===== src/rtl/asyn_fifo_rd_stream.sv =====
// asyn_fifo_rd_stream
// Read-side consumer of the async FIFO. It pops words from the show-ahead
// FIFO read port, holds them in a 2-entry output queue, and presents them to
// downstream logic as a valid/ready stream. Every BURST_LEN-th delivered word
// is tagged with m_last.
//
// Ports:
//   rclk      read-domain clock, all state on its rising edge
//   rrst_n    asynchronous active-low reset
//   rempty    FIFO empty flag (rclk domain)
//   rdata     FIFO show-ahead read data, valid while rempty=0
//   rinc      FIFO pop strobe
//   enable    permits new pops; buffered words drain regardless
//   m_data    stream data (queue head)
//   m_valid   stream valid
//   m_last    final word of the current burst
//   m_ready   downstream accept
//   occ       output-queue occupancy (0..2)
//   beat_cnt  saturating count of words accepted downstream
module asyn_fifo_rd_stream #(
    parameter int DSIZE     = 8,
    parameter int BURST_LEN = 4,
    parameter int CNT_W     = 16
) (
    input  logic             rclk,
    input  logic             rrst_n,
    input  logic             rempty,
    input  logic [DSIZE-1:0] rdata,
    output logic             rinc,
    input  logic             enable,
    output logic [DSIZE-1:0] m_data,
    output logic             m_valid,
    output logic             m_last,
    input  logic             m_ready,
    output logic [1:0]       occ,
    output logic [CNT_W-1:0] beat_cnt
);

    localparam int POS_W = $clog2(BURST_LEN);
    localparam logic [POS_W-1:0] LAST_POS = POS_W'(BURST_LEN - 1);

    logic [DSIZE-1:0] slot0;
    logic [DSIZE-1:0] slot1;
    logic [POS_W-1:0] pos;
    logic             xfer;

    function automatic logic [CNT_W-1:0] sat_inc(input logic [CNT_W-1:0] v);
        if (&v) return v;
        return v + CNT_W'(1);
    endfunction

    // occ never exceeds 2, so occ[1] alone means "queue full". Gating with
    // rrst_n keeps the FIFO untouched while reset is held.
    assign rinc    = rrst_n & enable & ~rempty & ~occ[1];
    assign m_valid = (occ != 2'd0);
    assign m_data  = slot0;
    assign m_last  = m_valid & (pos == LAST_POS);
    assign xfer    = m_valid & m_ready;

    always_ff @(posedge rclk or negedge rrst_n) begin
        if (!rrst_n) begin
            occ      <= 2'd0;
            slot0    <= '0;
            slot1    <= '0;
            pos      <= '0;
            beat_cnt <= '0;
        end else begin
            case ({rinc, xfer})
                2'b10: begin
                    if (occ == 2'd0) slot0 <= rdata;
                    else             slot1 <= rdata;
                    occ <= occ + 2'd1;
                end
                2'b01: begin
                    slot0 <= slot1;
                    occ   <= occ - 2'd1;
                end
                // Push and pop together only happen at occ=1 (rinc is off at
                // occ=2 and there is nothing to pop at occ=0): head is replaced.
                2'b11: slot0 <= rdata;
                default: ;
            endcase
            if (xfer) begin
                pos      <= (pos == LAST_POS) ? '0 : pos + POS_W'(1);
                beat_cnt <= sat_inc(beat_cnt);
            end
        end
    end

endmodule


===== config.mk =====
export PLATFORM = sky130hd
export DESIGN_NAME = asyn_fifo_rd_stream
export DESIGN_NICKNAME = d
export VERILOG_FILES = /design/src/rtl/asyn_fifo_rd_stream.sv
export SDC_FILE = /design/constraint.sdc
export NUM_CORES = 1
export LEC_CHECK = 0
export ABC_AREA = 1
export CORE_ASPECT_RATIO = 0.5
export CORE_MARGIN = 1.5
export CORE_UTILIZATION = 46
export DETAILED_ROUTE_END_ITERATION = 10
export GPL_TIMING_DRIVEN = 0
export HOLD_SLACK_MARGIN = 0.03
export PLACE_DENSITY = 0.8
export SKIP_CTS_REPAIR_TIMING = 1
export SLEW_MARGIN = 20
export SYNTH_ARGS = -nofsm -noshare
export SYNTH_HDL_FRONTEND = slang
export SYNTH_SLANG_ARGS = --single-unit

===== constraint.sdc =====
create_clock -name rclk -period 1.7 [get_ports rclk]
set_input_delay 0.34 -clock rclk [delete_from_list [all_inputs] [get_ports rclk]]
set_output_delay 0.34 -clock rclk [all_outputs]
set_load 0.05 [all_outputs]

==> flow_summary.ini <==
[outcome]
outcome = finished clean

[pwr]
pwr-share-comb_pct = 52.8
seqPwrFrac_pct = 31.2
cellPowerDensity_nw_per_um2 = 1660
p_sw_mw = 2.20
swShare_pct = 46.0
p_clk_share_pct = 16.0
p_leak_nw = 1.58
internal-power_mw = 2.58
peakVddDrop_mv = 0.731

[setup_path]
critPathCaptureType = flop
crit_arrival_ps = 1890
ff2ff_path_depth = 8
cp_cell_sequence = nor2_4 > buf_12 > nor2_8 > ha_4 > buf_8 > nor2_1 > a21oi_4 > a21oi_1
start_kind = flop
slowest_stage = dfrtp_2
cp.required_ps = 1910
critPathLaunch = occ[1]
slowest_delay_ps = 460
r2r_end = m_data[2]
r2r_start = occ[1]
cp_max_fo = 5
crit_family = flip-flops
regToRegSetupSlack_ps = 10
worst-path-buf-inv = 2
crit_end = m_data[2]
critPathKind = flop to flop
cp.depth = 8

[drt]
drc = 0
drt_wl_total_um = 4950
route.vias.total = 1830
wl_per_cell_um = 13.6
drt-initial-drc-count = 60
antenna_left = 0
vias_per_cell = 5.04
dr.pass1.iters = 5

[floorplanning]
start_util_pct = 49.0
dieWidth_um = 95.4
die_y_um = 49.2
core-area_um2 = 4000
top_level_ports = 42
design.die.area_um2 = 4690
rows = 16

[logic_synthesis]
synth_top_family_by_area = simple AND/OR/NAND/NOR gates
synth_nets = 265
yosysWarningCount = 0
seq_area_frac_synth_pct = 45.9
syn_inst = 248
synth.avg_cell_area_um2 = 7.92
ys_async_sr_fraction_pct = 100
ys_seq_elements = 36
synth_edf_count = 0
synthesis.area_um2 = 1960
synthAdderAreaFrac_pct = 2.55
synth_flop_cell = dfrtp_1
synth-simple-area-share_pct = 31.2
synth_cell_types = 29
muxShareOfSynthArea_pct = 0
synth_compound_area_share_pct = 9.50
yosys.area_share.xor_xnor_pct = 3.12

[layout]
drive_above_1_share_pct = 21.4
final_cell_mix = 67 x nand2_1, 32 x dfrtp_1, 27 x nor2_1, 27 x dlymetal6s2s_1, 22 x inv_1
fill_cells = 277
multi_input_area_um2 = 997
seqCellArea_um2 = 906
num_antenna_cells = 0
syn2layout_area_growth_pct = 46.5
final_common_cell = nand2_1
finalNetCount = 325

[timing]
hold_viol_final = 0
finalSetupViolations = 0
period_share_pct = 99.2
worst_slew_pin_slew_ps = 527
worst_slack_ps = 13.9
slew-limit-headroom_pct = 64.8
min_period_ps = 1690
clock.fmax_ghz = 0.593
clock_skew_ps = 3.11
fin_setup_tns_ps = 0
maxSlewViolCount = 0

[global_route]
grt_start_max_net_pins = 29
gr-total-overflow = 0
antenna_found_initial = 0
grt_usage_pct = 20.5
grt_pass1_vias = 1617
grt_pass1_wl_um = 7420

[place]
dp_slack_ps = -572
port_buffers = 41
dpl.hpwl_um = 3220
gp_congestion = 0.802

[run]
maxCapViolations = 0

[clock_tree]
clkTransAtPathRegs_ps = 70
cts.sinks = 36
cts_tree = done
root_buffer = clkbuf_8
cts_inserted_buffers = 5
h-tree-depth = 2
clock_latency_ps = 290
cts_buffer_depth = 2

[min_path]
hp-class = input port to asynchronous set/reset pin
power by group through the flow:
stage	registers, mW	clock network (mW)	logic [mW]
after floorplan	2.12	0	0.894
after CTS	1.48	0.772	2.24
final	1.49	0.765	2.53
after global routing	1.53	0.817	2.67
after global placement	1.47	0	2.17
after detailed placement	1.49	0	2.23
state kept, by name, indices dropped and copies added, names as in the netlist:
signal and count:
slot1 8, pos 2, beat_cnt 16, m_data 8
occ 2
cell families (layout without fill, tap and decap cells):
logic type,count (synthesis),count (layout)
AO/OA/AOI/OAI,36,36
XOR/XNOR,7,7
adder cells (fa/ha/maj),4,4
buffers and inverters,32,93
flip-flops,36,36
AND/OR/NAND/NOR,133,133
final cells by class:
cell class	instances	area share [%]
repair buffers	53	21.4
clock buffers	5	2.39
plain buffers	5	2.57
multi-input cells	180	34.7
clock inverters	3	1.48
flip-flops and latches	36	31.5
inverters	27	3.70
well taps	54	2.35
metrics by stage:
| step | hold WS, ps | power [mW] | utilization (%) | cell area, µm² | cells |
|---|---|---|---|---|---|
| final | 37.8 | 4.78 | 71.8 | 2880 | 363 |
| after floorplan | 44.4 | 3.01 | - | 2020 | 248 |
| after global placement | 462 | 3.64 | 62.3 | 2490 | 343 |
| after detailed placement | 231 | 3.72 | 62.7 | 2510 | 344 |
| after global routing | 52.0 | 5.03 | 71.8 | 2880 | 363 |
| after CTS | -84.0 | 4.49 | 65.5 | 2620 | 352 |
cells in the mapped netlist, types with 3 or more instances:
| library cell | count | area share [%] |
|---|---|---|
| nand2_1 | 70 | 13 |
| dfrtp_1 | 36 | 46 |
| nor2_1 | 30 | 5.7 |
| inv_1 | 23 | 4.4 |
| a21oi_1 | 17 | 4.3 |
| o21ai_0 | 15 | 3.8 |
| nand3_1 | 10 | 2.5 |
| nand4_1 | 6 | 1.9 |
| xnor2_1 | 6 | 2.7 |
| ha_1 | 4 | 2.5 |
| nand2_2 | 4 | 1.3 |
| nor2_2 | 4 | 1.3 |
| nand2_4 | 3 | 1.7 |
metal layers:
layer	routed length, µm	global-route usage (%)	vias to the layer above	share of wire [%]
met5	0	0	-	0
met4	68	6.37	0	1.4
met3	174	5.14	10	3.5
met2	2480	33.5	37	50
met1	2230	27.0	873	45
li1	-	-	910	-
how the worst min path moves through the flow:
stage          startpoint           to  slack, ps  cells after the start
2_1_floorplan      rrst_n  beat_cnt[0]         40                      0
3_3_place_gp       pos[1]       pos[1]        460                      2
3_5_place_dp       rrst_n       occ[1]        230                      1
4_1_cts            rrst_n       occ[1]        -80                      1
5_1_grt            rrst_n    m_data[0]         50                      2
6_report           rrst_n     slot1[7]         40                      2
Power figures use the tool's default switching activity.
